===== src/rtl/systolic_input_feeder_if.sv =====
// Handshake and skewed-output bundle between the activation source, the feeder and the array left edge.
interface systolic_input_feeder_if #(
    parameter int unsigned ROWS       = 2,
    parameter int unsigned DATA_WIDTH = 16
);
    logic [ROWS*DATA_WIDTH-1:0] in_data;
    logic                       in_first;
    logic                       in_last;
    logic                       in_valid;
    logic                       in_ready;
    logic                       hold;
    logic [ROWS*DATA_WIDTH-1:0] out_input;
    logic [ROWS-1:0]            out_valid;
    logic [ROWS-1:0]            out_switch;
    logic                       tile_done;
    logic                       busy;

    modport master (
        output in_data, in_first, in_last, in_valid, hold,
        input  in_ready, out_input, out_valid, out_switch, tile_done, busy
    );

    modport slave (
        input  in_data, in_first, in_last, in_valid, hold,
        output in_ready, out_input, out_valid, out_switch, tile_done, busy
    );
endinterface


===== src/rtl/systolic_input_feeder.sv =====
// Activation feeder: vector FIFO followed by a per-row skew so row r sees its element r cycles after row 0.
module systolic_input_feeder #(
    parameter int unsigned ROWS       = 2,
    parameter int unsigned DATA_WIDTH = 16,
    parameter int unsigned DEPTH      = 4
) (
    input logic                    clk,
    input logic                    rst,
    systolic_input_feeder_if.slave bus
);
    localparam int unsigned VW = ROWS * DATA_WIDTH;
    localparam int unsigned PW = (DEPTH > 1) ? $clog2(DEPTH) : 1;
    localparam int unsigned CW = $clog2(DEPTH + 1);

    typedef struct packed {
        logic [VW-1:0] data;
        logic          first;
        logic          last;
    } entry_t;

    typedef struct packed {
        logic [DATA_WIDTH-1:0] data;
        logic                  valid;
        logic                  first;
    } lane_t;

    entry_t          mem [DEPTH];
    logic [PW-1:0]   wr_ptr;
    logic [PW-1:0]   rd_ptr;
    logic [CW-1:0]   count;
    logic            ready_en;
    logic            push;
    logic            pop;
    entry_t          head;
    logic [ROWS-1:0] last_sr;
    logic [ROWS-1:0] row_busy;

    // ready_en keeps in_ready low until the first edge after reset release
    assign bus.in_ready = ready_en && (count < CW'(DEPTH));
    assign push         = bus.in_valid && bus.in_ready;
    assign pop          = (count != '0) && !bus.hold;
    assign head         = mem[rd_ptr];

    always_ff @(posedge clk) begin
        if (push) begin
            mem[wr_ptr] <= '{data: bus.in_data, first: bus.in_first, last: bus.in_last};
        end
    end

    // Pointers wrap naturally because DEPTH is a power of two
    always_ff @(posedge clk or negedge rst) begin
        if (!rst) begin
            wr_ptr   <= '0;
            rd_ptr   <= '0;
            count    <= '0;
            ready_en <= 1'b0;
        end else begin
            ready_en <= 1'b1;
            if (push) wr_ptr <= wr_ptr + PW'(1);
            if (pop)  rd_ptr <= rd_ptr + PW'(1);
            case ({push, pop})
                2'b10:   count <= count + CW'(1);
                2'b01:   count <= count - CW'(1);
                default: count <= count;
            endcase
        end
    end

    // Last-of-tile marker travels alongside the vector to the bottom row
    always_ff @(posedge clk or negedge rst) begin
        if (!rst) begin
            last_sr <= '0;
        end else begin
            last_sr[0] <= pop && head.last;
            for (int k = 1; k < int'(ROWS); k++) begin
                last_sr[k] <= last_sr[k-1];
            end
        end
    end

    assign bus.tile_done = last_sr[ROWS-1];

    for (genvar r = 0; r < int'(ROWS); r++) begin : g_row
        lane_t chain [r+1];
        logic  any_valid;

        // chain[0] is this lane of stage 0; bubbles load all-zero so the PE holds
        always_ff @(posedge clk or negedge rst) begin
            if (!rst) begin
                for (int k = 0; k <= r; k++) chain[k] <= '0;
            end else begin
                chain[0] <= pop ? '{data:  head.data[r*DATA_WIDTH +: DATA_WIDTH],
                                    valid: 1'b1,
                                    first: head.first} : '0;
                for (int k = 1; k <= r; k++) chain[k] <= chain[k-1];
            end
        end

        always_comb begin
            any_valid = 1'b0;
            for (int k = 0; k <= r; k++) any_valid = any_valid | chain[k].valid;
        end

        assign row_busy[r]                                = any_valid;
        assign bus.out_input[r*DATA_WIDTH +: DATA_WIDTH] = chain[r].data;
        assign bus.out_valid[r]                           = chain[r].valid;
        assign bus.out_switch[r]                          = chain[r].first;
    end

    assign bus.busy = (count != '0) || (|row_busy);

endmodule


===== src/flat_wrapper.sv =====
// flat-port wrapper written by rule: the top's interface ports become plain ports
module systolic_input_feeder_flat 
#(
    parameter int unsigned ROWS       = 2,
    parameter int unsigned DATA_WIDTH = 16,
    parameter int unsigned DEPTH      = 4
)
  (clk, rst, bus_in_data, bus_in_first, bus_in_last, bus_in_valid, bus_hold, bus_in_ready, bus_out_input, bus_out_valid, bus_out_switch, bus_tile_done, bus_busy);
  systolic_input_feeder_if #(.ROWS(ROWS), .DATA_WIDTH(DATA_WIDTH)) bus_i ();
  input logic clk;
  input logic rst;
  input wire logic [$bits(bus_i.in_data)-1:0] bus_in_data;
  input wire logic [$bits(bus_i.in_first)-1:0] bus_in_first;
  input wire logic [$bits(bus_i.in_last)-1:0] bus_in_last;
  input wire logic [$bits(bus_i.in_valid)-1:0] bus_in_valid;
  input wire logic [$bits(bus_i.hold)-1:0] bus_hold;
  output wire logic [$bits(bus_i.in_ready)-1:0] bus_in_ready;
  output wire logic [$bits(bus_i.out_input)-1:0] bus_out_input;
  output wire logic [$bits(bus_i.out_valid)-1:0] bus_out_valid;
  output wire logic [$bits(bus_i.out_switch)-1:0] bus_out_switch;
  output wire logic [$bits(bus_i.tile_done)-1:0] bus_tile_done;
  output wire logic [$bits(bus_i.busy)-1:0] bus_busy;
  assign bus_i.in_data = bus_in_data;
  assign bus_i.in_first = bus_in_first;
  assign bus_i.in_last = bus_in_last;
  assign bus_i.in_valid = bus_in_valid;
  assign bus_i.hold = bus_hold;
  assign bus_in_ready = bus_i.in_ready;
  assign bus_out_input = bus_i.out_input;
  assign bus_out_valid = bus_i.out_valid;
  assign bus_out_switch = bus_i.out_switch;
  assign bus_tile_done = bus_i.tile_done;
  assign bus_busy = bus_i.busy;
  systolic_input_feeder #(.ROWS(ROWS), .DATA_WIDTH(DATA_WIDTH), .DEPTH(DEPTH)) u_core (.clk(clk), .rst(rst), .bus(bus_i));
endmodule

===== config.mk =====
export PLATFORM = sky130hd
export DESIGN_NAME = systolic_input_feeder_flat
export DESIGN_NICKNAME = d
export VERILOG_FILES = /design/src/rtl/systolic_input_feeder_if.sv /design/src/rtl/systolic_input_feeder.sv /design/src/flat_wrapper.sv
export SDC_FILE = /design/constraint.sdc
export NUM_CORES = 1
export LEC_CHECK = 0
export ABC_AREA = 1
export CORE_UTILIZATION = 57
export DETAILED_ROUTE_END_ITERATION = 16
export HOLD_SLACK_MARGIN = 0.15
export PLACE_DENSITY = 0.85
export SYNTH_ARGS = -nofsm -noshare
export SYNTH_HDL_FRONTEND = slang
export SYNTH_SLANG_ARGS = --single-unit

===== constraint.sdc =====
create_clock -name clk -period 3.7 [get_ports clk]
set_clock_uncertainty 0.05 [all_clocks]
set_input_delay 0.37 -clock clk [delete_from_list [all_inputs] [get_ports clk]]
set_output_delay 0.37 -clock clk [all_outputs]
set_load 0.02 [all_outputs]

==> results of run 1 <==
[timing repair]
item	4_1_cts	5_1_grt
hold buffers	1	0
gates resized for setup	0	0
hold endpoints to repair	62	0
[state kept, by name (all words and copies together), names as in the netlist, 2 cells and up]
| name | flops |
|---|---|
| u_core.rd_ptr | 2 |
| u_core.g_row.chain | 16 |
| u_core.last_sr | 2 |
| u_core.mem | 136 |
| u_core.bus.out_switch | 2 |
| u_core.bus.out_input | 32 |
| u_core.count | 3 |
| u_core.wr_ptr | 2 |
[area by class of cell]
| class | count | area (sq um) | share of cell area |
|---|---|---|---|
| flip-flops and latches | 198 | 5640 | 0.611 |
| multi-input cells | 273 | 1320 | 0.143 |
| repair buffers | 80 | 791 | 0.0857 |
| inverters | 153 | 574 | 0.0623 |
| clock buffers | 18 | 439 | 0.0476 |
| clock inverters | 14 | 248 | 0.0269 |
| well taps | 176 | 220 | 0.0239 |
[kinds of logic after synthesis]
kind of cell               Yosys count  share of synthesized area
AOI/OAI and AO/OA                   37                     0.0286
adders and majority gates            6                     0.0106
buffers and inverters              199                      0.112
DFF                                198                      0.723
xor gates and xnor gates             3                    0.00337
and+or+nand+nor                    226                      0.122
other                                1                   0.000481
[worst max-delay path, stage by stage (launching register included)]
cell     delay [ns]
dfrtp_1        0.40
nor2_1         0.16
nand2_1        0.33
nor2_4         0.96
[per-layer routing]
layer,GRT usage,up-vias
met5,0,-
met4,0.104,0
met3,0.0527,27
met2,0.396,183
met1,0.262,2260
li1,-,2189
[how the worst max path moves through the flow]
stage                           startpoint  cells after the start                         end
6_report       u_core.count[2]$_DFFE_PN0P_                      3  u_core.mem[1][0]$_DFFE_PP_
5_1_grt        u_core.count[2]$_DFFE_PN0P_                      3  u_core.mem[1][4]$_DFFE_PP_
4_1_cts        u_core.count[2]$_DFFE_PN0P_                      3  u_core.mem[1][4]$_DFFE_PP_
3_5_place_dp                  bus_in_valid                      3  u_core.mem[2][2]$_DFFE_PP_
3_3_place_gp                  bus_in_valid                      3  u_core.mem[2][5]$_DFFE_PP_
2_1_floorplan  u_core.count[2]$_DFFE_PN0P_                      3  u_core.mem[0][0]$_DFFE_PP_
[where the power goes]
part,internal [mW],total (mW),switching [mW],leakage (nW)
clock network,1.29,2.09,0.801,0.327
registers,2.79,2.98,0.188,2.03
logic,0.686,1.87,1.19,1.71
[cells in the final DEF, fill, tap and decap left out, types with 3 or more instances in the layout]
cell / Yosys / layout
edfxtp_1: 136 / 136
clkbuf_16: 0 / 17
a21oi_1: 25 / 25
nand2_1: 146 / 145
a21oi_2: 10 / 10
clkinv_4: 0 / 4
ha_1: 5 / 5
inv_1: 151 / 151
buf_4: 25 / 4
clkdlybuf4s50_1: 0 / 75
nor2_1: 7 / 3
bufinv_16: 0 / 6
nand3_1: 70 / 70
nor2_4: 0 / 4
dfrtp_1: 62 / 60
[cells in the mapped netlist, drive strengths merged]
library cell | number | area share
nand3 | 71 | 0.046
ha | 5 | 0.0080
conb | 1 | 0.00048
a21oi | 35 | 0.027
o21ai | 2 | 0.0013
inv | 153 | 0.074
nand2 | 146 | 0.070
fa | 1 | 0.0026
buf | 38 | 0.035
dfrtp | 62 | 0.20
nand4 | 2 | 0.0016
edfxtp | 136 | 0.52
clkbuf | 8 | 0.0039
xnor2 | 2 | 0.0022
xor2 | 1 | 0.0011
nor2 | 7 | 0.0034
==> impl_summary.txt, run 1 <==
----------------------------------------------------
[Drt]
  Top layer used by detailed routing ... met4
  Met2 routed WL ... 7680 microns
  Final wirelength ... 14,400 microns
  Number of vias after detailed routing ... 4,659
  Antenna-violating nets left ... 0
  Residual DRC count ... 0
  Via count normalized by instance count ... 5.11
  Sum of met3 wire segment lengths after detailed routing ... 798 microns
  Detailed-routing iteration count for the pre-antenna-repair pass ... 5
  Count of routing violations after the opening detailed-route iteration ... 348
  DR WL/cell ... 15.8 microns
  DRT met1 WL ... 5610 microns

[Worst setup path]
  Worst setup path category ... flop to flop
  Sort of element at the end of the critical path ... flop
  Data required time at the worst endpoint ... 3.70 ns
  Endpoint of the lowest-slack register-to-register path ... u_core.mem[1][0]$_DFFE_PP_
  Endpoint arrival time on the critical path ... 2.29 ns
  Max FO, Critical Path ... 34
  FF-to-FF setup slack ... 1.40 ns
  Reg2Reg Launch Point ... u_core.count[2]$_DFFE_PN0P_
  Reg2reg path depth ... 3
  Crit start category ... flop

[Die]
  Boundary Pins ... 77
  Core Area ... 13,300 sq um
  Effective utilization at floorplan ... 0.586
  X dimension of the die ... 119 microns
  Vertical die dimension ... 119 microns
  Overall die area ... 14,100 sq um
  Placement row count ... 42

[Timing]
  Setup repair after global routing missed its margin ... no
  Worst slew margin relative to its limit ... 0.242
  Worst hold margin ... 0.299 ns
  Number of failing hold endpoints at the final stage ... 0
  Count of final max-slew check failures ... 0
  Shortest clock period the worst path allows after layout ... 2.30 ns
  Final setup violation count ... 0
  Fmax ... 436 MHz
  Post-route clock period utilization ... 0.620
  Worst Max-Slew Pin Slew ... 1.14 ns
  Final Worst Setup Slack ... 1.40 ns
  Setup TNS ... 0 ns

[Cells and area]
  Final antenna diode count ... 0
  Post-layout utilization of the core ... 0.694
  Number of nets in the final layout ... 767
  Number of fill cells in the layout ... 874
  Non-filler cells, final ... 912
  Post-Layout Inst Area ... 9230 sq um
  Area grow syn2layout ... 18.4%
  Share of layout cells above drive strength 1 ... 0.0761

[Yosys]
  Part of the Yosys area used for sequential elements ... 0.723
  YS warnings ... 0
  Netlist Area Pre-Place ... 7790 sq um
  Unique cell type count in the Yosys netlist ... 21
  Flip-flop and latch count after synthesis ... 198
  Net count of the mapped netlist ... 714
  Avg Inst Size Synth ... 11.6 sq um
  Synthesized instance count ... 670

[Pwr]
  Sum of internal, switching and leakage power ... 6.94 mW
  PD cells ... 752 nW/um^2
  Largest voltage drop on the vdd net ... 0.531 mV
  Leakage power of the design ... 4.06 nW

[Placement]
  Routability congestion estimate ... 0.751
  Input/output buffers ... 76
  Placed wire-length estimate after detailed placement ... 7890 microns
  Placed instance area ... 8530 sq um
  Pre-CTS setup slack ... 1.15 ns
  Number of cells in the design after placement ... 879

[Min path]
  Worst hold path class ... flop to flop
  Worst Hold End ... u_core.bus.out_input[18]$_DFF_PN0_
  Number of instances on the worst hold path ... 0
  Critical hold path startpoint ... u_core.g_row[1].chain[22]$_DFF_PN0_

[Global routing]
  Largest net degree at the start of global routing ... 71
  Global-route wire length before repair ... 23,500 microns
  Initial antenna violation count ... 0
  Total congestion overflow after global routing ... 0
  Overall global routing resource usage ... 0.225
  Vias in the first global route ... 4,775

[Clock network]
  Library cell used as clock root buffer ... clkbuf_16
  Source-to-sink clock delay at the later pin of the worst-skew pair ... 0.44 ns
  Worst-path clk slew ... 0.07 ns
  Clock tree from TritonCTS ... done
  Level count of the clock H-tree ... 4
  Cts bufs inserted ... 17
  Number of sinks driven by the clock tree ... 198
  Maximum clock insertion buffer count ... 2
  Postcts setup bufs ... 0

[Status]
  Outcome ... finished clean

[Run]
  Count of maximum capacitance violations ... 0

----------------------------------------------------
Note: power is estimated with default switching activity, not from simulation.
==> run 2: changes to the inputs <==
- clock period: 3.7 -> 2.17 ns (I/O delays scaled with it)
==> impl_summary.txt, run 2 (synthesized netlist as in run 1, its figures left out) <==
----------------------------------------------------
[Status]
  Outcome ... finished clean

[Timing]
  Fmax ... 531 MHz
  Worst Max-Slew Pin Slew ... 0.784 ns
  Post-route clock period utilization ... 0.868
  Setup repair after global routing missed its margin ... no
  Worst slew margin relative to its limit ... 0.477
  Final setup violation count ... 0
  Shortest clock period the worst path allows after layout ... 1.88 ns
  Number of failing hold endpoints at the final stage ... 0
  Setup TNS ... 0 ns
  Count of final max-slew check failures ... 0

[Cells and area]
  Max reg flops ... 136
  Register containing the most flip-flops in the final layout ... u_core.mem
  Top library cells by usage in the layout, fill and taps aside ... inv_1, nand2_1, edfxtp_1
  Final antenna diode count ... 0
  Area grow syn2layout ... 19.7%
  Post-layout utilization of the core ... 0.702
  Share of layout cells above drive strength 1 ... 0.0857
  Number of nets in the final layout ... 778
  Most common library cell in the layout ignoring fill and taps ... inv_1
  Number of fill cells in the layout ... 824

[Drt]
  Count of routing violations after the opening detailed-route iteration ... 399
  Final wirelength ... 14,700 microns
  Detailed-routing iteration count for the pre-antenna-repair pass ... 5
  Residual DRC count ... 0
  Number of vias after detailed routing ... 4,746
  Antenna-violating nets left ... 0
  Via count normalized by instance count ... 5.14
  DR WL/cell ... 16.0 microns

[Global routing]
  Global-route wire length before repair ... 24,300 microns
  Vias in the first global route ... 4,950
  Largest net degree at the start of global routing ... 71
  Overall global routing resource usage ... 0.228
  Total congestion overflow after global routing ... 0
  Initial antenna violation count ... 0

[Die]
  Overall die area ... 14,100 sq um
  Vertical die dimension ... 119 microns
  Boundary Pins ... 77
  Core Area ... 13,300 sq um
  Placement row count ... 42
  Effective utilization at floorplan ... 0.586
  X dimension of the die ... 119 microns

[Worst setup path]
  Sort of element at the end of the critical path ... output pin
  Slowest Stage Delay on Critical Path ... 0.64 ns
  Endpoint arrival time on the critical path ... 1.62 ns
  Data required time at the worst endpoint ... 1.90 ns
  Worst setup path category ... flop to output pin
  Highest-delay cell along the critical path ... clkdlybuf4s50_1
  Crit path buf inv count ... 1
  Category of cells accounting for the largest share of critical-path delay ... buffers and inverters
  Max FO, Critical Path ... 3
  Crit start category ... flop
  Ordered list of cells on the worst path ... nor2_1, clkdlybuf4s50_1

[Pwr]
  PD cells ... 1270 nW/um^2
  Leakage power of the design ... 4.11 nW
  Largest voltage drop on the vdd net ... 0.737 mV

[Clock network]
  Worst-path clk slew ... 0.07 ns
  Cts bufs inserted ... 17
  Library cell used as clock root buffer ... clkbuf_16
  Maximum clock insertion buffer count ... 2
  Clock tree from TritonCTS ... done
  Number of sinks driven by the clock tree ... 198
  Level count of the clock H-tree ... 4
  Post-cts resize count ... 0
  Source-to-sink clock delay at the later pin of the worst-skew pair ... 0.43 ns

[Placement]
  Input/output buffers ... 76
  Routability congestion estimate ... 0.788
  Placed wire-length estimate after detailed placement ... 8800 microns

[Min path]
  Worst hold path class ... flop to flop

[Run]
  Count of maximum capacitance violations ... 0

----------------------------------------------------
## run 2: final cells by class
cell class | count | area [sq um] | area share
Tap cell | 176 | 220 | 0.0236
Timing Repair Buffer | 91 | 936 | 0.100
Clock inverter | 11 | 198 | 0.0212
Multi-Input combinational cell | 273 | 1320 | 0.141
Sequential cell | 198 | 5640 | 0.604
Clock buffer | 21 | 450 | 0.0483
Inverter | 153 | 574 | 0.0615
## run 2: final timing paths
path	end	depth (start not counted)	slack, ns	start
min in group asynchronous	u_core.bus.out_input[31]$_DFF_PN0_	2	0.37	rst
min	u_core.bus.out_input[25]$_DFF_PN0_	0	0.30	u_core.g_row[1].chain[29]$_DFF_PN0_
max reg2reg	u_core.count[1]$_DFFE_PN0P_	8	0.35	u_core.count[0]$_DFFE_PN0P_
max in group asynchronous	u_core.rd_ptr[1]$_DFFE_PN0P_	2	1.16	rst
max	bus_in_ready	2	0.29	u_core.count[2]$_DFFE_PN0P_
min reg2reg	u_core.bus.out_input[25]$_DFF_PN0_	0	0.30	u_core.g_row[1].chain[29]$_DFF_PN0_
## run 2: through the flow
| stage | power, mW | worst slack [ns] | hold slack, ns | cells | cell area [sq um] |
|---|---|---|---|---|---|
| floorplan | 7.37 | -0.251 | -0.129 | 670 | 7800 |
| global placement | 8.27 | 0.319 | 0.281 | 890 | 8670 |
| detailed placement | 8.46 | 0.218 | 0.286 | 890 | 8670 |
| CTS | 11.9 | 0.260 | 0.301 | 923 | 9330 |
| global route | 12.4 | 0.200 | 0.303 | 923 | 9330 |
| finish | 11.8 | 0.286 | 0.298 | 923 | 9330 |
## run 2: power by group
group	switching (mW)	internal [mW]	leakage (nW)
combinational	2.19	1.26	1.78
clock	1.32	2.08	0.301
sequential	0.217	4.75	2.03
total	3.72	8.09	4.11
## run 2: layer usage
layer / share of wire / global-route usage / vias to the layer above
li1: - / - / 2215
met1: 0.40 / 0.278 / 2300
met2: 0.52 / 0.396 / 200
met3: 0.057 / 0.0398 / 31
met4: 0.024 / 0.109 / 0
met5: 0 / 0 / -
## run 2: what timing repair did
item	in CTS	in global routing
setup buffers	0	0
hold buffers	1	0
endpoints found under the hold margin	62	0
endpoints found under the setup margin	0	0
